==> config.mk <==
export PLATFORM = sky130hd
export DESIGN_NAME = data_bank_param_flat
export DESIGN_NICKNAME = d
export VERILOG_FILES = /design/src/rtl/data_bank_param_if.sv /design/src/rtl/data_bank_param.sv /design/src/flat_wrapper.sv
export SDC_FILE = /design/constraint.sdc
export NUM_CORES = 1
export LEC_CHECK = 0
export ABC_CLOCK_PERIOD_IN_PS = 2200
export CAP_MARGIN = 30
export CORE_UTILIZATION = 45
export DETAILED_ROUTE_END_ITERATION = 10
export PLACE_DENSITY_LB_ADDON = 0.25
export SLEW_MARGIN = 5
export SYNTH_ARGS = -nofsm -noshare
export SYNTH_HDL_FRONTEND = slang
export SYNTH_SLANG_ARGS = --single-unit
==> constraint.sdc <==
create_clock -name clk -period 2.2 [get_ports clk]
set_input_delay 0.33 -clock clk [delete_from_list [all_inputs] [get_ports clk]]
set_output_delay 0.33 -clock clk [all_outputs]
set_load 0.02 [all_outputs]
==> src/rtl/data_bank_param_if.sv <==
// Operand bank bus: write port, two read-select ports and the bulk-clear control,
// grouped so the decoder side and the bank side share one bundle.
interface data_bank_param_if #(
    parameter int DW    = 8,
    parameter int DEPTH = 8
);
    localparam int AW = $clog2(DEPTH);

    logic          cen;
    logic          we;
    logic [AW-1:0] rd_i;
    logic [DW-1:0] dat_i;
    logic [AW-1:0] rs_i;
    logic [AW-1:0] rs2_i;
    logic          clr_i;
    logic [DW-1:0] rs_o;
    logic [DW-1:0] rs2_o;
    logic          busy_o;
    logic          oor_o;

    modport master (
        output cen, we, rd_i, dat_i, rs_i, rs2_i, clr_i,
        input  rs_o, rs2_o, busy_o, oor_o
    );

    modport slave (
        input  cen, we, rd_i, dat_i, rs_i, rs2_i, clr_i,
        output rs_o, rs2_o, busy_o, oor_o
    );
endinterface

==> src/rtl/data_bank_param.sv <==
// Parametrised two-read/one-write register bank with registered read ports,
// write-first bypass, optional zero entry 0, range checking and a bulk-clear sweep.
module data_bank_param #(
    parameter int DW      = 8,
    parameter int DEPTH   = 8,
    parameter bit ZERO_R0 = 1'b0
) (
    input logic              clk,
    input logic              rst,
    data_bank_param_if.slave bus
);
    localparam int AW = $clog2(DEPTH);

    typedef enum logic {IDLE, CLEAR} state_e;

    state_e        state, state_n;
    logic [AW-1:0] cnt, cnt_n;
    logic [DW-1:0] mem [DEPTH];
    logic          wr_ok;
    logic          oor_n;
    logic [DW-1:0] rs_n, rs2_n;

    // DEPTH need not be a power of two, so encodable addresses can lie past the last entry.
    function automatic logic in_range(input logic [AW-1:0] a);
        return 32'(a) < DEPTH;
    endfunction

    function automatic logic [DW-1:0] value(input logic [AW-1:0] a,
                                            input logic          acc,
                                            input logic [AW-1:0] wa,
                                            input logic [DW-1:0] wd);
        if (!in_range(a) || (ZERO_R0 && a == '0)) return '0;
        if (acc && a == wa) return wd;
        return mem[a];
    endfunction

    always_comb begin
        // NOTE: every combinational output gets a default first so no path can infer a latch.
        state_n = state;
        cnt_n   = cnt;
        wr_ok   = 1'b0;
        oor_n   = 1'b0;
        rs_n    = '0;
        rs2_n   = '0;
        case (state)
            IDLE: begin
                wr_ok = bus.we && !bus.clr_i && in_range(bus.rd_i) &&
                        !(ZERO_R0 && bus.rd_i == '0);
                rs_n  = value(bus.rs_i,  wr_ok, bus.rd_i, bus.dat_i);
                rs2_n = value(bus.rs2_i, wr_ok, bus.rd_i, bus.dat_i);
                oor_n = !in_range(bus.rs_i) || !in_range(bus.rs2_i) ||
                        (bus.we && !in_range(bus.rd_i));
                if (bus.clr_i) begin
                    state_n = CLEAR;
                    cnt_n   = '0;
                end
            end
            CLEAR: begin
                if (32'(cnt) == DEPTH - 1) begin
                    state_n = IDLE;
                    cnt_n   = '0;
                end else begin
                    cnt_n = cnt + AW'(1);
                end
            end
            default: state_n = IDLE;
        endcase
    end

    always_ff @(posedge clk or negedge rst) begin
        if (!rst) begin
            state     <= IDLE;
            cnt       <= '0;
            bus.rs_o  <= '0;
            bus.rs2_o <= '0;
            bus.oor_o <= 1'b0;
            // NOTE: the array is flop-based and must come out of reset all-zero, so it is reset too.
            for (int i = 0; i < DEPTH; i++) mem[i] <= '0;
        end else if (bus.cen) begin
            state     <= state_n;
            cnt       <= cnt_n;
            bus.rs_o  <= rs_n;
            bus.rs2_o <= rs2_n;
            bus.oor_o <= oor_n;
            if (state == CLEAR) mem[cnt] <= '0;
            else if (wr_ok)     mem[bus.rd_i] <= bus.dat_i;
        end
    end

    // Busy is exactly the time spent in the sweep state, DEPTH enabled cycles per clear.
    assign bus.busy_o = (state == CLEAR);
endmodule

==> src/flat_wrapper.sv <==
// flat-port wrapper written by rule: the top's interface ports become plain ports
module data_bank_param_flat 
#(
    parameter int DW      = 8,
    parameter int DEPTH   = 8,
    parameter bit ZERO_R0 = 1'b0
)
  (clk, rst, bus_cen, bus_we, bus_rd_i, bus_dat_i, bus_rs_i, bus_rs2_i, bus_clr_i, bus_rs_o, bus_rs2_o, bus_busy_o, bus_oor_o);
  data_bank_param_if #(.DW(DW), .DEPTH(DEPTH)) bus_i ();
  input logic clk;
  input logic rst;
  input wire logic [$bits(bus_i.cen)-1:0] bus_cen;
  input wire logic [$bits(bus_i.we)-1:0] bus_we;
  input wire logic [$bits(bus_i.rd_i)-1:0] bus_rd_i;
  input wire logic [$bits(bus_i.dat_i)-1:0] bus_dat_i;
  input wire logic [$bits(bus_i.rs_i)-1:0] bus_rs_i;
  input wire logic [$bits(bus_i.rs2_i)-1:0] bus_rs2_i;
  input wire logic [$bits(bus_i.clr_i)-1:0] bus_clr_i;
  output wire logic [$bits(bus_i.rs_o)-1:0] bus_rs_o;
  output wire logic [$bits(bus_i.rs2_o)-1:0] bus_rs2_o;
  output wire logic [$bits(bus_i.busy_o)-1:0] bus_busy_o;
  output wire logic [$bits(bus_i.oor_o)-1:0] bus_oor_o;
  assign bus_i.cen = bus_cen;
  assign bus_i.we = bus_we;
  assign bus_i.rd_i = bus_rd_i;
  assign bus_i.dat_i = bus_dat_i;
  assign bus_i.rs_i = bus_rs_i;
  assign bus_i.rs2_i = bus_rs2_i;
  assign bus_i.clr_i = bus_clr_i;
  assign bus_rs_o = bus_i.rs_o;
  assign bus_rs2_o = bus_i.rs2_o;
  assign bus_busy_o = bus_i.busy_o;
  assign bus_oor_o = bus_i.oor_o;
  data_bank_param #(.DW(DW), .DEPTH(DEPTH), .ZERO_R0(ZERO_R0)) u_core (.clk(clk), .rst(rst), .bus(bus_i));
endmodule
==> reports/results.txt, run 1 <==
Clock latency on the worst-skew pair = 0.36 ns
Max_slew headroom = 60.7%
Pre-antenna DRT Iters = 4
Critical-path cell list = clkdlybuf4s50_1
DIE AREA = 10500 µm²
Yosys warns = 0
H-tree levels = 3
Number of max-cap violations = 0
Post-synth ARST share = 100%
Tcrit/Tclk final = 96.5%
Row cnt = 36
Hold Fails Final Rpt = 0
Critical Path Fanout Max = 19
R2r startpoint = u_core.bus.busy_o$_DFFE_PN0P_
Status = complete, no violations
Count leader, synth = dfrtp_1
RR Endpoint = u_core.mem[48]$_DFFE_PN0P_
Cell area after layout = 5700 µm²
Switching Power = 1280 µW
Post-synth top flop = dfrtp_1
Max Clock Skew = 0.0111 ns
Grt met3 use = 5.97%
Post-DP Area = 5430 µm²
Initial Util = 46.6%
Crit Path Class = reg -> out
Initial antenna violation count = 0
Synthesized area per cell = 12.7 µm²
Synth top area share = 46.2%
GRT busiest layer = met2
Boundary Pins = 40
Reg-to-reg slack, setup = 0.32 ns
Crit path buf inv count = 1
Fin util = 58.3%
Grt ovf = 0
PD cells = 749 nW/µm²
Crit start category = register
CTS clk-pin slew, worst paths = 0.09 ns
Leakage = 0.00242 µW
Fraction of layout cells with a size suffix above 1 = 27.4%
Sequential element share of the synthesized area = 46.2%
Sw Ratio = 29.9%
CP top delay family = flip-flops
DR vias = 3621
Cell at the slowest stage of the critical path = dfrtp_1
TritonCTS clock tree = built
Clk root buf = clkbuf_8
Synthesized area = 4550 µm²
Final wirelength = 13400 µm
Grt met2 use = 42.0%
Largest net degree at the start of global routing = 47
Avg Vias per Cell = 6.34
Layout area overhead = 25.3%
# setup viols final = 0
Clock network power share = 33.2%
Yosys top cell by area = dfrtp_1
Internal power = 2990 µW
Synth Register Bits = 84
Peak VDD IR = 0.000418 V
Critical Path Max Stage Delay = 0.72 ns
Worst min path class = in -> async
Detailed placement HPWL = 9320 µm
Slew Limit Fails = 0
Fmax = 471 MHz
RSZ-0062 raised after global routing = false
Number of global-route vias before repair = 3590
Gate power share = 22.8%
Synth Net Count = 382
Ant. Diodes = 0
Commonest cells post-synth = dfrtp_1 (84), a22o_1 (64), mux4_2 (32)
Drt drc = 0
Yosys cell types = 38
First-pass GRT wire length = 20900 µm
Setup TNS = 0 ns
Core outline area = 9770 µm²
PortBufs = 38
TritonCTS Buffers = 9
Fillcell total = 827
Req. time, crit path = 1.87 ns
# resized after CTS = 0
Met1 Resource Use GR = 38.7%
Reg2Reg Depth = 3
Cells after Synth = 358
Worst slew pin tran = 0.588 ns
Setup crit end kind = output pin
DR WL/cell = 23.5 µm
Dominant cells by area after synthesis = dfrtp_1 (46%), mux4_2 (16%), a22o_1 (12%)
CP Data Arrival Time = 1.79 ns
Post-synth EDFFs = 0
CTS Sinks = 84
Final critical-path required period = 2.12 ns
Chip width = 103 µm
Clk buf depth = 2
Nets@finish = 457
RD Place Congestion = 0.865
Initial DRC count = 273
Gr usage total = 27.7%
Height of the die = 103 µm
Post-DRT Antenna Nets = 0
Sequential power share = 44.0%
## cell type report
class / count / area, µm² / area share, %
multi-input cells: 222 / 2210 / 38.8
flip-flops and latches: 84 / 2100 / 36.9
repair buffers: 98 / 893 / 15.7
well taps: 133 / 166 / 2.92
clock buffers: 11 / 151 / 2.66
clock inverters: 5 / 108 / 1.89
inverters: 18 / 67.6 / 1.19
## state kept, by name (all words and copies together), names as in the netlist
| register | count |
|---|---|
| u_core.mem | 64 |
| u_core.bus.busy_o | 1 |
| u_core.bus.rs_o | 8 |
| u_core.cnt | 3 |
| u_core.bus.rs2_o | 8 |
## power by group through the flow
stage | Clock (µW) | Sequential [µW] | Combinational, µW
after floorplan | 0 | 1840 | 601
after global placement | 0 | 1900 | 947
after detailed placement | 0 | 1900 | 960
after CTS | 1430 | 1870 | 968
after global routing | 1490 | 1900 | 1040
final | 1420 | 1880 | 973
## cells in the final DEF, fill, tap and decap left out, types with 3 or more instances in the layout
| master | synthesis | layout |
|---|---|---|
| nand2_1 | 6 | 6 |
| xor2_1 | 6 | 6 |
| dfrtp_1 | 84 | 84 |
| nor2b_1 | 17 | 17 |
| nor3_4 | 3 | 3 |
| inv_1 | 17 | 17 |
| nor3_1 | 3 | 3 |
| nor2_4 | 3 | 3 |
| a22o_1 | 64 | 64 |
| a211oi_1 | 17 | 17 |
| nor4_4 | 3 | 3 |
| buf_12 | 0 | 5 |
| clkdlybuf4s50_1 | 0 | 37 |
| mux4_2 | 32 | 32 |
| nand2b_1 | 5 | 5 |
| clkbuf_8 | 0 | 11 |
| bufinv_16 | 0 | 3 |
| nor2_1 | 19 | 19 |
| o32ai_1 | 17 | 17 |
| buf_4 | 3 | 55 |
| a21oi_1 | 3 | 3 |
## stage by stage
stage | power (µW) | std cells | worst slack, ns | hold slack, ns
3_3_place_gp | 2840 | 554 | -0.204 | 0.348
4_1_cts | 4270 | 571 | 0.0801 | 0.503
2_1_floorplan | 2440 | 358 | 0.416 | 0.0344
6_report | 4270 | 571 | 0.0777 | 0.488
3_5_place_dp | 2860 | 554 | -0.200 | 0.356
5_1_grt | 4440 | 571 | 0.00670 | 0.544
## kinds of logic (layout without fill, tap and decap cells)
logic type	count (synthesis)	count (layout)	synth area share, %
other	1	1	0.0824
xor gates and xnor gates	6	6	1.15
muxes	32	32	15.8
adders and majority gates	2	2	0.550
and+or+nand+nor	66	66	9.90
DFF	84	84	46.2
buffers and inverters	52	132	5.20
AOI/OAI and AO/OA	115	115	21.1
## layer usage
metal	routed length (µm)	part of all wire, %
met1	5650	42
met2	6160	46
met3	1150	8.6
met4	439	3.3
met5	0	0
## worst max path at each step
stage / startpoint / to / slack (ns) / cells after the start
2_1_floorplan: u_core.bus.busy_o$_DFFE_PN0P_ / u_core.mem[40]$_DFFE_PN0P_ / 0.42 / 6
3_3_place_gp: bus_rs2_i[0] / u_core.bus.rs2_o[6]$_DFFE_PN0P_ / -0.20 / 6
3_5_place_dp: bus_rs2_i[0] / u_core.bus.rs2_o[6]$_DFFE_PN0P_ / -0.20 / 6
4_1_cts: u_core.bus.busy_o$_DFFE_PN0P_ / bus_busy_o / 0.08 / 1
5_1_grt: u_core.bus.busy_o$_DFFE_PN0P_ / bus_busy_o / 0.007 / 1
6_report: u_core.bus.busy_o$_DFFE_PN0P_ / bus_busy_o / 0.08 / 1
## repair_timing
action,CTS,global route
hold buffers,1,0
hold endpoints to repair,38,0
buffers inserted,0,0
endpoints found under the setup margin,0,0
No activity file was read; power rests on OpenSTA's default activity.
==> run 2, diff against run 1 <==
--- a/config.mk
+++ b/config.mk
@@ -9,6 +9,7 @@
 export CAP_MARGIN = 30
 export CORE_UTILIZATION = 45
 export DETAILED_ROUTE_END_ITERATION = 10
+export DONT_BUFFER_PORTS = 1
 export PLACE_DENSITY_LB_ADDON = 0.25
 export SLEW_MARGIN = 5
 export SYNTH_ARGS = -nofsm -noshare
==> reports/results.txt, run 2 (synthesized netlist as in run 1, its figures left out) <==
First-pass GRT wire length = 18900 µm
Worst min path class = in -> async
Nets@finish = 370
Grt ovf = 0
Post-DRT Antenna Nets = 0
CTS clk-pin slew, worst paths = 0.09 ns
Setup crit end kind = register
RSZ-0062 raised after global routing = false
Boundary Pins = 40
Clk root buf = clkbuf_8
Slew Limit Fails = 0
Setup TNS = 0 ns
Core outline area = 9770 µm²
Final critical-path required period = 1.85 ns
TritonCTS Buffers = 9
Peak VDD IR = 0.000316 V
PD cells = 759 nW/µm²
Pre-antenna DRT Iters = 4
PortBufs = 0
CTS Sinks = 84
Post-Layout Cell Count = 484
Drt drc = 0
Avg Vias per Cell = 6.69
Number of max-cap violations = 0
CP top delay family = simple AND/OR/NAND/NOR gates
Initial antenna violation count = 0
Clock latency on the worst-skew pair = 0.35 ns
Fin util = 49.3%
# setup viols final = 0
Post-CTS setup buffers = 0
Initial Util = 46.6%
Hold Fails Final Rpt = 84
CP Data Arrival Time = 2.14 ns
Tcrit/Tclk final = 83.9%
Failing checks = negative hold slack
Initial DRC count = 222
Max FFs per register = 64
H-tree levels = 3
Max_slew headroom = 39.5%
Crit start category = register
Status = finished, violations left
DR WL/cell = 24.8 µm
Fraction of layout cells with a size suffix above 1 = 20.2%
Clk buf depth = 2
DR vias = 3236
Fmax = 542 MHz
Ant. Diodes = 0
RD Place Congestion = 0.803
Max Clock Skew = 0.00722 ns
Req. time, crit path = 2.49 ns
Top reg by flops = u_core.mem
Chip width = 103 µm
Biggest regs = u_core.mem x64, u_core.bus.rs2_o x8, u_core.bus.rs_o x8
Crit path buf inv count = 1
Critical Path Fanout Max = 18
Critical-path cell list = buf_4, or4_4, nor3_4, a22o_1
TritonCTS clock tree = built
Height of the die = 103 µm
Layout area overhead = 5.88%
Leakage = 0.00199 µW
Final wirelength = 12000 µm
Largest net degree at the start of global routing = 85
Reg2Reg Depth = 4
Number of global-route vias before repair = 3209
Most frequent cells in the layout = dfrtp_1 (84), a22o_1 (64), mux4_2 (32)
Row cnt = 36
Placed cell count = 466
Gr usage total = 24.5%
Detailed placement HPWL = 8030 µm
Crit Path Class = reg -> reg
Reg-to-reg slack, setup = 0.35 ns
Critical Path Max Stage Delay = 0.61 ns
Commonest non-fill, non-tap cell in the layout = dfrtp_1
Cell at the slowest stage of the critical path = or4_4
Hold slack = -0.342 ns
# resized after CTS = 0
R2r startpoint = u_core.bus.busy_o$_DFFE_PN0P_
DIE AREA = 10500 µm²
Worst slew pin tran = 0.904 ns
RR Endpoint = u_core.mem[56]$_DFFE_PN0P_
## run 2: cell types whose count changed in the layout (fill, tap and decap cells not counted)
| cell | change |
|---|---|
| clkinv_4 | -2 |
| buf_4 | -45 |
| clkinv_2 | +4 |
| clkinvlp_4 | +1 |
| bufinv_16 | -2 |
| clkbuf_8 | -2 |
| clkdlybuf4s50_1 | -37 |
| inv_6 | +1 |
| buf_12 | -5 |
| dlygate4sd3_1 | -1 |
| buf_2 | +1 |
## run 2: how the worst max path moves through the flow
stage	endpoint	startpoint	cells after the start	slack [ns]
floorplan	u_core.mem[40]$_DFFE_PN0P_	u_core.bus.busy_o$_DFFE_PN0P_	6	0.42
global placement	u_core.mem[61]$_DFFE_PN0P_	bus_clr_i	4	0.31
detailed placement	u_core.bus.rs_o[5]$_DFFE_PN0P_	bus_clr_i	4	0.27
CTS	u_core.mem[58]$_DFFE_PN0P_	u_core.bus.busy_o$_DFFE_PN0P_	4	0.35
global route	u_core.mem[58]$_DFFE_PN0P_	u_core.bus.busy_o$_DFFE_PN0P_	4	0.28
finish	u_core.mem[56]$_DFFE_PN0P_	u_core.bus.busy_o$_DFFE_PN0P_	4	0.35
## run 2: layer usage
metal  track usage (%)  part of all wire (%)
met1              36.7                    45
met2              34.9                    46
met3              6.03                   7.2
met4              7.91                   1.8
met5                 0                     0
## run 2: report_power, final
group	switching (µW)	leakage, µW	internal (µW)
clock network	579	0.0000992	521
logic	352	0.000735	354
registers	158	0.00116	1690
## run 2: through the flow
step / total power (µW) / setup WS (ns) / instance area (µm²)
3_5_place_dp: 2560 / 0.273 / 4620
2_1_floorplan: 2440 / 0.416 / 4550
4_1_cts: 3670 / 0.346 / 4810
5_1_grt: 3800 / 0.282 / 4820
3_3_place_gp: 2540 / 0.308 / 4620
6_report: 3660 / 0.355 / 4820
## run 2: cell type report
class	count	area, µm²
clock buffers	9	124
well taps	133	166
multi-input cells	222	2210
flip-flops and latches	84	2100
inverters	18	67.6
clock inverters	7	66.3
fillers	857	4960
repair buffers	11	80.1
